--- config.mk ---
export PLATFORM = sky130hd
export DESIGN_NAME = program_loader
export DESIGN_NICKNAME = d
export VERILOG_FILES = /design/src/rtl/program_loader.sv
export SDC_FILE = /design/constraint.sdc
export NUM_CORES = 1
export LEC_CHECK = 0
export ABC_CLOCK_PERIOD_IN_PS = 3600
export CAP_MARGIN = 0
export CORE_ASPECT_RATIO = 1.25
export CORE_MARGIN = 2
export CORE_UTILIZATION = 35
export CTS_CLUSTER_DIAMETER = 50
export CTS_CLUSTER_SIZE = 28
export DETAILED_ROUTE_END_ITERATION = 8
export SKIP_LAST_GASP = 1
export SLEW_MARGIN = 40
export SYNTH_ARGS = -nofsm -noshare
export SYNTH_HDL_FRONTEND = slang
export SYNTH_SLANG_ARGS = --single-unit
--- constraint.sdc ---
create_clock -name clk1 -period 3.6 [get_ports clk1]
set_input_delay 0.72 -clock clk1 [delete_from_list [all_inputs] [get_ports clk1]]
set_output_delay 0.72 -clock clk1 [all_outputs]
set_load 0.05 [all_outputs]
--- src/rtl/program_loader.sv ---
// Byte-stream program loader: parses a framed image, writes big-endian words
// into core memory, and releases the core at the base PC once the checksum matches.
module program_loader #(
  parameter int unsigned ADDR_W = 10
) (
  input  logic              clk1,
  input  logic              rst_n,
  input  logic              in_valid,
  input  logic [7:0]        in_data,
  output logic              in_ready,
  input  logic              load_req,
  output logic              mem_we,
  output logic [ADDR_W-1:0] mem_addr,
  output logic [31:0]       mem_wdata,
  output logic              cpu_run,
  output logic [31:0]       cpu_pc,
  output logic              done,
  output logic              err
);

  localparam int unsigned BYTE_W = 8;
  localparam int unsigned CNT_W  = 16;
  localparam logic [BYTE_W-1:0] SYNC = 8'hA5;

  typedef enum logic [3:0] {
    S_IDLE,
    S_ADDR_HI,
    S_ADDR_LO,
    S_CNT_HI,
    S_CNT_LO,
    S_DATA,
    S_CSUM,
    S_RUN,
    S_ERR
  } state_e;

  state_e              state_q, state_d;
  logic [BYTE_W-1:0]   sum_q, sum_d;
  logic [BYTE_W-1:0]   hi_q, hi_d;
  logic [ADDR_W-1:0]   base_q, base_d;
  logic [ADDR_W-1:0]   waddr_q, waddr_d;
  logic [CNT_W-1:0]    cnt_q, cnt_d;
  logic [1:0]          bidx_q, bidx_d;
  logic [23:0]         word_q, word_d;
  logic                mem_we_q, mem_we_d;
  logic [ADDR_W-1:0]   mem_addr_q, mem_addr_d;
  logic [31:0]         mem_wdata_q, mem_wdata_d;
  logic                cpu_run_q, cpu_run_d;
  logic [31:0]         cpu_pc_q, cpu_pc_d;
  logic                done_q, done_d;
  logic                err_q, err_d;
  logic                xfer;
  logic [CNT_W-1:0]    cnt_in;

  // Loader never backpressures while a frame is in flight.
  assign in_ready = (state_q != S_RUN) && (state_q != S_ERR);
  assign xfer     = in_valid && in_ready;
  assign cnt_in   = {hi_q, in_data};

  always_comb begin
    state_d     = state_q;
    sum_d       = sum_q;
    hi_d        = hi_q;
    base_d      = base_q;
    waddr_d     = waddr_q;
    cnt_d       = cnt_q;
    bidx_d      = bidx_q;
    word_d      = word_q;
    mem_we_d    = 1'b0;
    mem_addr_d  = mem_addr_q;
    mem_wdata_d = mem_wdata_q;
    cpu_run_d   = cpu_run_q;
    cpu_pc_d    = cpu_pc_q;
    done_d      = 1'b0;
    err_d       = err_q;

    // load_req outranks any byte presented in the same cycle.
    if (load_req) begin
      state_d   = S_IDLE;
      err_d     = 1'b0;
      cpu_run_d = 1'b0;
    end else if (xfer) begin
      if (state_q != S_IDLE && state_q != S_CSUM) begin
        sum_d = sum_q + in_data;
      end
      case (state_q)
        S_IDLE: begin
          if (in_data == SYNC) begin
            state_d = S_ADDR_HI;
            sum_d   = '0;
          end
        end
        S_ADDR_HI: begin
          hi_d    = in_data;
          state_d = S_ADDR_LO;
        end
        S_ADDR_LO: begin
          base_d  = ADDR_W'({hi_q, in_data});
          waddr_d = ADDR_W'({hi_q, in_data});
          state_d = S_CNT_HI;
        end
        S_CNT_HI: begin
          hi_d    = in_data;
          state_d = S_CNT_LO;
        end
        S_CNT_LO: begin
          cnt_d   = cnt_in;
          bidx_d  = 2'd0;
          state_d = (cnt_in == '0) ? S_CSUM : S_DATA;
        end
        S_DATA: begin
          word_d = {word_q[15:0], in_data};
          bidx_d = bidx_q + 2'd1;
          if (bidx_q == 2'd3) begin
            mem_we_d    = 1'b1;
            mem_addr_d  = waddr_q;
            mem_wdata_d = {word_q, in_data};
            waddr_d     = waddr_q + ADDR_W'(1);
            cnt_d       = cnt_q - CNT_W'(1);
            if (cnt_q == CNT_W'(1)) begin
              state_d = S_CSUM;
            end
          end
        end
        S_CSUM: begin
          if (in_data == sum_q) begin
            state_d   = S_RUN;
            done_d    = 1'b1;
            cpu_run_d = 1'b1;
            cpu_pc_d  = 32'(base_q);
          end else begin
            state_d = S_ERR;
            err_d   = 1'b1;
          end
        end
        default: begin
          state_d = state_q;
        end
      endcase
    end
  end

  always_ff @(posedge clk1) begin
    if (!rst_n) begin
      state_q     <= S_IDLE;
      sum_q       <= '0;
      hi_q        <= '0;
      base_q      <= '0;
      waddr_q     <= '0;
      cnt_q       <= '0;
      bidx_q      <= '0;
      word_q      <= '0;
      mem_we_q    <= 1'b0;
      mem_addr_q  <= '0;
      mem_wdata_q <= '0;
      cpu_run_q   <= 1'b0;
      cpu_pc_q    <= '0;
      done_q      <= 1'b0;
      err_q       <= 1'b0;
    end else begin
      state_q     <= state_d;
      sum_q       <= sum_d;
      hi_q        <= hi_d;
      base_q      <= base_d;
      waddr_q     <= waddr_d;
      cnt_q       <= cnt_d;
      bidx_q      <= bidx_d;
      word_q      <= word_d;
      mem_we_q    <= mem_we_d;
      mem_addr_q  <= mem_addr_d;
      mem_wdata_q <= mem_wdata_d;
      cpu_run_q   <= cpu_run_d;
      cpu_pc_q    <= cpu_pc_d;
      done_q      <= done_d;
      err_q       <= err_d;
    end
  end

  assign mem_we    = mem_we_q;
  assign mem_addr  = mem_addr_q;
  assign mem_wdata = mem_wdata_q;
  assign cpu_run   = cpu_run_q;
  assign cpu_pc    = cpu_pc_q;
  assign done      = done_q;
  assign err       = err_q;

endmodule
==> key figures, run 1 <==
Clocking
  – Max clock buf depth: 2
  – Setup Fix Bufs, Post-CTS: 0
  – Clock transition at path regs: ~0.06 ns
  – Number of CTS-inserted buffers: 17
  – Root buf cell: clkbuf_16
  – Cts repair resizes: 0
  – Clock latency on the worst-skew pair: around 0.43 ns
  – Cts hold-fix bufs: 0
  – Clock Sinks: about 140
  – # H-tree levels: 4
  – TritonCTS clock tree: built

Detailed routing
  – Avg WL per Cell: ~15 um
  – Routed Wire Length: approximately 16,000 um
  – Met2 WL: between 7000 and 8000 um
  – Wl on met1: 7217 um
  – Initial DRC count: 417
  – Via density: 5.089
  – ANT nets after route: 0
  – Uppermost layer routed: met4
  – Residual DRC: 0
  – Vias: about 5,500
  – Met3 Routed Length: roughly 790 um
  – First-pass DRT Iterations: 5

Timing
  – Final setup fails: 0
  – Pins Over Slew Limit: 0
  – Setup TNS: 0 ns
  – Worst rel slew slack: between 50% and 60%
  – Clk_skew: about 0.011 ns
  – Hold Violations, Final: 0
  – Fin Hold WS: 0.4510 ns
  – Fin crit period: between 3 and 4 ns
  – RSZ-0062 raised after global routing: false
  – Fmax: 332.3 MHz
  – Fin crit share: 83.58%
  – Slew of the pin with the lowest slew margin: 0.6641 ns

Floorplanning
  – Die area: ~19,000 um^2
  – Row cnt: 54
  – Core ar.: about 17,000 um^2
  – Initial core utilization: about 36%
  – Io pins: 91
  – Width of the die: about 120 um
  – Die Ht: approximately 150 um

Worst setup path
  – Crit Path Max Fanout: 14
  – WP data required: 2.88 ns
  – Crit. End Element: output pin
  – Critical path class: register to output pin
  – Startpoint Class: register
  – Critical path arrival: ~2.3 ns
  – Worst reg-to-reg setup slack: 1.30 ns

Yosys
  – Yosys top cell area share: about 44%
  – Distinct cell type count of the synthesized netlist: 77
  – Synth Area per Inst: approximately 8 um^2
  – Synth area leader: dfxtp_1
  – FFs w/ async S/R, synth: 0%
  – Post-synth EDFFs: 0
  – Post-synthesis cell count: just under 800
  – Seq/Total Area, Yosys: 44.15%
  – Seq cells post-synth: 138
  – Ys Warns: 0
  – Post-Syn Area: ~6300 um^2
  – Synth area leaders: dfxtp_1 44%, nand2_1 12%, a21oi_1 9.0%, mux2i_1 3.2%, nor2_1 3.1%
  – Post-synth top flop: dfxtp_1

Job
  – Max-Cap Viols: 0

Layout
  – Post-route cell area: between 7000 and 8000 um^2
  – Post-Layout Cell Count: ~1,100
  – Layout cells sized above 1: about 8.8%
  – Filler Cell Count: ~1,700
  – ANT cells: 0
  – Nets: 868
  – Area growth from synthesis to layout: 24.00%

Outcome
  – Status: complete, no violations

Placed design
  – Port bufs: a little under 70
  – Detail Placement HPWL: between 10,000 and 15,000 um
  – Placed cells: ~1,000
  – Gpl congestion: ~0.8
  – Placed cell areas: ~7100 um^2

Power and ir drop
  – Worst vdd ir: 0.0003024 V
  – Final Power: roughly 3.6 mW
  – P_leak: 2.659 nW
  – Power density cells: roughly 460 nW/um^2

Hold path
  – Hold crit path type: register to register

Global routing
  – Initial antenna violation count: 0
  – Vias in the first global route: ~5,000
  – Total gr overflow: 0
  – Global-route wire length before repair: 25,630 um
  – Total GRT Usage: between 10% and 20%
  – Pin count of the biggest net entering global routing: 57
==> path summary, 6_finish.rpt <==
path / cells after the start / to / from
setup reg to reg: 7 / mem_wdata[15]$_SDFFE_PN0P_ / state_q[0]$_SDFFE_PP0P_
hold reg to reg: 2 / mem_wdata[28]$_SDFFE_PN0P_ / mem_wdata[28]$_SDFFE_PN0P_
setup / recovery: 3 / in_ready / state_q[0]$_SDFFE_PP0P_
hold / removal: 2 / mem_wdata[28]$_SDFFE_PN0P_ / mem_wdata[28]$_SDFFE_PN0P_
==> cells in the final DEF (no fill, tap or decap), types with 6 or more instances in the layout <==
cell	Yosys	layout
nor2_1	52	52
o31ai_1	7	7
dfxtp_1	138	138
conb_1	1	22
nand4_1	7	7
o21ai_0	28	28
buf_4	24	22
clkdlybuf4s50_1	0	68
inv_1	13	13
a21oi_1	112	112
nand3_1	15	15
clkbuf_16	0	17
inv_6	0	6
ha_1	11	11
nor3_1	9	9
mux2i_1	20	20
nand2_1	192	192
==> where the power goes <==
group	switching [mW]	internal (mW)	total, mW
Sequential	0.000231	1.53	1.53
Combinational	0.116	0.0347	0.151
Clock	0.722	1.20	1.92
==> cells in the mapped netlist (7+ instances only) <==
cell        n
o21ai_0    28
mux2i_1    20
a21oi_1   112
nand2_1   192
clkbuf_1   29
nand4_1     7
nor3_1      9
o31ai_1     7
buf_4      24
dfxtp_1   138
nor2_1     52
buf_2      10
ha_1       11
inv_1      13
nand3_1    15
==> per-stage QoR <==
| step | setup WS (ns) | utilization (%) |
|---|---|---|
| 6_report | 0.5909 | 44.34 |
| 5_1_grt | 0.5132 | 44.34 |
| 4_1_cts | 0.5998 | 44.34 |
| 3_5_place_dp | 0.5341 | 40.65 |
| 3_3_place_gp | 0.5847 | 40.65 |
| 2_1_floorplan | 1.247 | - |
==> state kept, by name, indices dropped and copies added, names as in the netlist, 2 cells and up <==
name,flops
bidx_q,2
word_q,24
hi_q,8
sum_q,8
cnt_q,16
base_q,10
waddr_q,10
cpu_pc,10
mem_addr,10
mem_wdata,32
state_q,4
==> worst max-delay path, cell delays in order, from the launching register on <==
cell and delay [ns]:
dfxtp_1 0.62, nor2b_1 0.35, a31oi_1 0.15, clkdlybuf4s50_1 0.74
==> cell families after synthesis <==
group	share of synthesized area, %
simple gates	22.66
compound gates	19.80
flops	44.15
buf+inv	6.739
mux	3.379
fa+ha+maj	2.519
xor+xnor	0.6998
other cells	0.05993
==> metal layers <==
metal / GRT usage, % / up-vias
met3: 3.561 / 15
li1: - / 2796
met2: 27.32 / 127
met5: 0 / -
met4: 6.331 / 0
met1: 22.87 / 2563
==> cell type report <==
type | count | area [um^2] | area share (%)
clock buffer | 18 | 439.2 | 5.660
sequential | 138 | 2763 | 35.61
clock inverter | 14 | 205.2 | 2.645
multi-input combinational | 582 | 3152 | 40.62
timing repair buffer | 91 | 865.8 | 11.16
inverter | 14 | 53.80 | 0.6934
tap | 224 | 280.3 | 3.612
Note: power is estimated with default switching activity, not from simulation.
==> inputs of run 2 (changes only) <==
--- a/config.mk
+++ b/config.mk
@@ -5,7 +5,7 @@
 export SDC_FILE = /design/constraint.sdc
 export NUM_CORES = 1
 export LEC_CHECK = 0
-export ABC_CLOCK_PERIOD_IN_PS = 3600
+export ABC_CLOCK_PERIOD_IN_PS = 2500
 export CAP_MARGIN = 0
 export CORE_ASPECT_RATIO = 1.25
 export CORE_MARGIN = 2
==> constraint.sdc (replaced) <==
create_clock -name clk1 -period 2.5 [get_ports clk1]
set_input_delay 0.5 -clock clk1 [delete_from_list [all_inputs] [get_ports clk1]]
set_output_delay 0.5 -clock clk1 [all_outputs]
set_load 0.05 [all_outputs]
==> key figures, run 2 (synthesized netlist as in run 1, its figures left out) <==
Clocking
  – Clock Sinks: between 100 and 150
  – Cts repair resizes: 0
  – Setup Fix Bufs, Post-CTS: 0
  – TritonCTS clock tree: built
  – Clock latency on the worst-skew pair: about 0.42 ns
  – Max clock buf depth: 2
  – Number of CTS-inserted buffers: 17
  – # H-tree levels: 4
  – Root buf cell: clkbuf_16
  – Cts hold-fix bufs: 0
  – Clock transition at path regs: about 0.060 ns

Detailed routing
  – First-pass DRT Iterations: 4
  – Avg WL per Cell: 14.43 um
  – Routed Wire Length: about 16,000 um
  – Via density: slightly above 5
  – Initial DRC count: around 420
  – Vias: 5,640
  – Residual DRC: 0
  – ANT nets after route: 0

Timing
  – Worst setup slack after layout: 0.2548 ns
  – Setup TNS: 0 ns
  – Fin crit share: between 80% and 90%
  – Final setup fails: 0
  – Fin crit period: about 2.2 ns
  – Fmax: approximately 450 MHz
  – RSZ-0062 raised after global routing: false
  – Worst rel slew slack: 64.38%
  – Pins Over Slew Limit: 0
  – Hold Violations, Final: 0
  – Clk_skew: between 0.008 and 0.009 ns
  – Slew of the pin with the lowest slew margin: 0.5326 ns

Layout
  – Area growth from synthesis to layout: 27.61%
  – Post-route cell area: 7985 um^2
  – Most frequent cells in the layout: 192 x nand2_1, 138 x dfxtp_1, 112 x a21oi_1
  – Reg area: 2763 um^2
  – Filler Cell Count: 1,745
  – Area of the multi-input gates: 3152 um^2
  – Layout cells sized above 1: around 12%
  – Nets: between 800 and 900
  – ANT cells: 0
  – Max FFs per register: 32
  – Most common cell after layout, fill and taps aside: nand2_1

Worst setup path
  – WP data required: between 2 and 3 ns
  – CP peak stage delay: roughly 0.43 ns
  – Startpoint Class: input pin
  – Critical path class: input pin to register
  – Slowest CP cell: clkdlybuf4s50_1
  – Critical path arrival: between 2 and 3 ns
  – Cells along the critical path: clkdlybuf4s50_1 -> ha_1 -> a21oi_1 -> o211ai_1 -> o41ai_1 -> mux2i_1 -> mux2_2
  – Crit Path Max Fanout: 2
  – Crit. End Element: register
  – R2R depth: 6

Placed design
  – Placed cell areas: about 7400 um^2
  – Setup WS pre-CTS: -0.1732 ns
  – Port bufs: 68
  – Detail Placement HPWL: around 11,000 um
  – Gpl congestion: 0.8297

Floorplanning
  – Initial core utilization: a little over a third
  – Core ar.: ~17,000 um^2
  – Row cnt: 54
  – Die Ht: ~150 um
  – Width of the die: around 120 um
  – Io pins: between 90 and 100
  – Die area: between 15,000 and 20,000 um^2

Power and ir drop
  – Net Sw Frac: 21.46%
  – Power density cells: between 600 and 700 nW/um^2
  – Clock power frac: a little over 50%
  – P_leak: between 2 and 3 nW
  – Combinational share of power: 4.6%
  – Reg power frac: about 44%
  – Worst vdd ir: 0.0003889 V
  – Internal power: 3.955 mW
  – NetSw: approximately 1.1 mW

Global routing
  – Vias in the first global route: slightly above 5,000
  – Global-route wire length before repair: 25,790 um
  – Total gr overflow: 0
  – Initial antenna violation count: 0
  – Pin count of the biggest net entering global routing: 74
  – Total GRT Usage: roughly 17%

Outcome
  – Status: complete, no violations

Hold path
  – Hold crit path type: register to register
  – Hold depth: 2

Job
  – Max-Cap Viols: 0
run 2: final timing paths:
path	slack [ns]	start	end
worst max-delay path	0.25	in_data[1]	sum_q[7]$_SDFFE_PN0N_
worst min-delay path	0.45	mem_wdata[30]$_SDFFE_PN0P_	mem_wdata[30]$_SDFFE_PN0P_
worst max register to register	0.43	state_q[2]$_SDFFE_PP0P_	mem_wdata[14]$_SDFFE_PN0P_
worst min register to register	0.45	mem_wdata[30]$_SDFFE_PN0P_	mem_wdata[30]$_SDFFE_PN0P_
run 2: metal layers:
| metal | GRT usage (%) | wire length (um) | part of all wire (%) |
|---|---|---|---|
| met1 | 22.37 | 7410 | 46 |
| met4 | 6.981 | 269 | 1.7 |
| met2 | 28.13 | 7711 | 48 |
| met5 | 0 | 0 | 0 |
| met3 | 2.782 | 639 | 4.0 |
run 2: final cells by class:
| cell class | count | area share, % |
|---|---|---|
| clock buffer | 25 | 6.330 |
| clock inverter | 6 | 1.379 |
| inverter | 14 | 0.6738 |
| multi-input combinational | 582 | 39.47 |
| sequential | 138 | 34.60 |
| tap | 224 | 3.510 |
| timing repair buffer | 122 | 14.04 |
run 2: power groups by stage:
stage | clock, mW | combinational, mW | sequential [mW]
3_5_place_dp | 0 | 0.228 | 2.25
5_1_grt | 2.74 | 0.247 | 2.20
6_report | 2.60 | 0.230 | 2.20
2_1_floorplan | 0 | 0.167 | 2.25
4_1_cts | 2.64 | 0.230 | 2.20
3_3_place_gp | 0 | 0.229 | 2.25
run 2: stage by stage:
step	cells	hold WS, ns	power, mW	utilization (%)
3_5_place_dp	1080	0.4459	2.476	42.11
2_1_floorplan	801	0.4322	2.415	-
5_1_grt	1111	0.4759	5.183	45.63
6_report	1111	0.4502	5.035	45.63
4_1_cts	1111	0.4539	5.074	45.63
3_3_place_gp	1080	0.4426	2.477	42.11
run 2: critical path: cells and delay by family:
kind / cells / cell delay [ns]
buffers and inverters: 1 / 0.43
adder cells (fa/ha/maj): 1 / 0.32
AO/OA/AOI/OAI: 3 / 0.71
multiplexers: 2 / 0.60
==> inputs of run 3 (changes only) <==
--- a/config.mk
+++ b/config.mk
@@ -5,6 +5,7 @@
 export SDC_FILE = /design/constraint.sdc
 export NUM_CORES = 1
 export LEC_CHECK = 0
+export ABC_AREA = 1
 export ABC_CLOCK_PERIOD_IN_PS = 2500
 export CAP_MARGIN = 0
 export CORE_ASPECT_RATIO = 1.25
@@ -14,7 +15,7 @@
 export CTS_CLUSTER_SIZE = 28
 export DETAILED_ROUTE_END_ITERATION = 8
 export SKIP_LAST_GASP = 1
-export SLEW_MARGIN = 40
+export SLEW_MARGIN = 20
 export SYNTH_ARGS = -nofsm -noshare
 export SYNTH_HDL_FRONTEND = slang
 export SYNTH_SLANG_ARGS = --single-unit
==> key figures, run 3 <==
Worst setup path
  – Reg2reg end: mem_wdata[12]$_SDFFE_PN0P_
  – Startpoint Class: register
  – CP Depth: 1
  – Crit Path Max Fanout: 2
  – Cells along the critical path: clkdlybuf4s50_1
  – Crit. End Element: output pin
  – Critical path arrival: between 1.5 and 2 ns
  – Bufs and invs on worst path: 1
  – Reg-to-reg startpoint: state_q[1]$_SDFFE_PP0P_
  – WP data required: 2.00 ns
  – CP peak stage delay: approximately 0.8 ns
  – Critical path class: register to output pin
  – R2R depth: 9
  – Worst reg-to-reg setup slack: 0.58 ns
  – Top delay family on crit path: buffers and inverters
  – Slowest CP cell: clkdlybuf4s50_1

Detailed routing
  – Routed Wire Length: roughly 17,000 um
  – Avg WL per Cell: 12.83 um
  – Via density: between 4 and 5
  – Initial DRC count: 284
  – Residual DRC: 0
  – First-pass DRT Iterations: 5
  – ANT nets after route: 0
  – Vias: between 5,000 and 6,000

Clocking
  – Max clock buf depth: 2
  – Clock Sinks: 138
  – Clock transition at path regs: approximately 0.06 ns
  – Root buf cell: clkbuf_16
  – Cts repair resizes: 0
  – TritonCTS clock tree: built
  – # H-tree levels: 4
  – Number of CTS-inserted buffers: 17
  – Setup Fix Bufs, Post-CTS: 0
  – Clock latency on the worst-skew pair: roughly 0.42 ns
  – Cts hold-fix bufs: 0

Layout
  – Core Util, Final: between 40% and 50%
  – Post-route cell area: about 8100 um^2
  – Nets: 1,072
  – Filler Cell Count: roughly 1,900
  – Most frequent cells in the layout: 224 x nor2_1, 206 x nand2_1, 138 x dfxtp_1
  – Most common cell after layout, fill and taps aside: nor2_1
  – ANT cells: 0
  – Layout cells sized above 1: between 8 and 9%
  – Area growth from synthesis to layout: 22.68%
  – Max FFs per register: 32

Floorplanning
  – Width of the die: roughly 130 um
  – Io pins: around 90
  – Die area: 20,030 um^2
  – Row cnt: between 50 and 60
  – Core ar.: roughly 19,000 um^2
  – Die Ht: 157.8 um
  – Initial core utilization: between 30% and 40%

Outcome
  – Status: complete, no violations

Power and ir drop
  – Internal power: ~3.8 mW
  – Combinational share of power: around 5%
  – Worst vdd ir: 0.0004393 V
  – Reg power frac: 43.9%
  – Net Sw Frac: a little under a quarter
  – Clock power frac: approximately half
  – Power density cells: approximately 600 nW/um^2
  – P_leak: approximately 3.5 nW
  – NetSw: 1.184 mW
  – Final Power: between 5 and 6 mW

Timing
  – Clk_skew: around 0.0077 ns
  – Pins Over Slew Limit: 0
  – RSZ-0062 raised after global routing: false
  – Fmax: between 400 and 500 MHz
  – Fin crit share: between 80% and 90%
  – Slew of the pin with the lowest slew margin: between 0.5 and 0.6 ns
  – Hold Violations, Final: 0
  – Final setup fails: 0
  – Setup TNS: 0 ns
  – Worst rel slew slack: approximately 63%
  – Fin crit period: ~2.1 ns

Global routing
  – Total gr overflow: 0
  – Total GRT Usage: between 10% and 20%
  – Initial antenna violation count: 0
  – Global-route wire length before repair: 26,910 um
  – Vias in the first global route: 5,429
  – Pin count of the biggest net entering global routing: 53

Yosys
  – Post-synthesis cell count: a little under 1,000
  – Seq cells post-synth: approximately 140
  – Post-synth EDFFs: 0
  – Distinct cell type count of the synthesized netlist: 31
  – Ys Warns: 0
  – Synth area leaders: dfxtp_1 42%, nor2_1 13%, nand2_1 12%, o21ai_0 6.2%, inv_1 4.2%
  – Synth Area per Inst: roughly 6.8 um^2
  – Seq/Total Area, Yosys: around two fifths
  – Commonest cells in the netlist: 224 x nor2_1, 206 x nand2_1, 138 x dfxtp_1
  – Synth area leader: dfxtp_1
  – Count leader, synth: nor2_1
  – Post-Syn Area: roughly 6600 um^2
  – Yosys top cell area share: 41.74%
  – FFs w/ async S/R, synth: 0%
  – Post-synth top flop: dfxtp_1

Hold path
  – Hold path start: word_q[19]$_SDFFE_PN0P_
  – Hold Path Sink: word_q[19]$_SDFFE_PN0P_
  – Hold crit path type: register to register
  – Hold depth: 2

Placed design
  – Port bufs: roughly 70
  – Gpl congestion: ~0.86
  – Placed cell areas: 7521 um^2
  – Detail Placement HPWL: approximately 12,000 um

Job
  – Max-Cap Viols: 0
## run 3: cell types whose count changed after synthesis, moves of 9 or more
cell,before,now
o21ai_0,28,82
mux2i_1,20,0
clkbuf_1,29,16
inv_2,1,10
inv_1,13,74
a21oi_1,112,54
nor2_1,52,224
o21ai_2,0,9
nand2_1,192,206
nand3_1,15,53
## run 3: kinds of logic after synthesis
logic type	share of synthesized area, %
xor+xnor	1.059
buf+inv	10.38
flops	41.74
simple gates	32.23
fa+ha+maj	2.382
other cells	0.05666
compound gates	12.15
## run 3: metal layers
metal  track usage [%]  part of all wire, %
met5                 0                    0
met4             5.965                  1.7
met3             3.751                  3.7
met2             29.01                   47
met1             21.03                   48
## run 3: cell type report
class	count	area (um^2)	area share, %
Timing Repair Buffer	95	900.9	11.09
Clock inverter	13	173.9	2.142
Multi-Input combinational cell	711	3248	40.00
Clock buffer	17	425.4	5.239
Tap cell	232	290.3	3.575
Inverter	85	319.1	3.929
Sequential cell	138	2763	34.02
## run 3: stage by stage
stage,std cells,setup WS [ns],hold slack [ns]
after floorplan,995,0.6716,0.4297
after global placement,1261,0.1039,0.4387
after detailed placement,1261,0.05230,0.4427
after CTS,1291,0.3167,0.4516
after global routing,1291,0.3124,0.4699
final,1291,0.3713,0.4510
## run 3: power groups by stage
stage	registers (mW)	clock network, mW	logic [mW]
detailed placement	2.25	0	0.249
finish	2.20	2.56	0.249
floorplan	2.25	0	0.194
global route	2.20	2.71	0.273
global placement	2.25	0	0.249
CTS	2.20	2.63	0.249
## run 3: worst max-delay path by stage
stage	start	end
6_report	cpu_pc[9]$_SDFFE_PN0P_	cpu_pc[9]
3_3_place_gp	in_data[5]	cpu_pc[7]$_SDFFE_PN0P_
4_1_cts	cpu_pc[9]$_SDFFE_PN0P_	cpu_pc[9]
5_1_grt	cpu_pc[9]$_SDFFE_PN0P_	cpu_pc[9]
2_1_floorplan	in_data[2]	cpu_pc[1]$_SDFFE_PN0P_
3_5_place_dp	in_data[5]	cpu_pc[2]$_SDFFE_PN0P_
## run 3: worst min-delay path, stage by stage (launching register included)
cell     delay (ns)
dfxtp_1        0.30
inv_1          0.06
a21oi_1        0.05
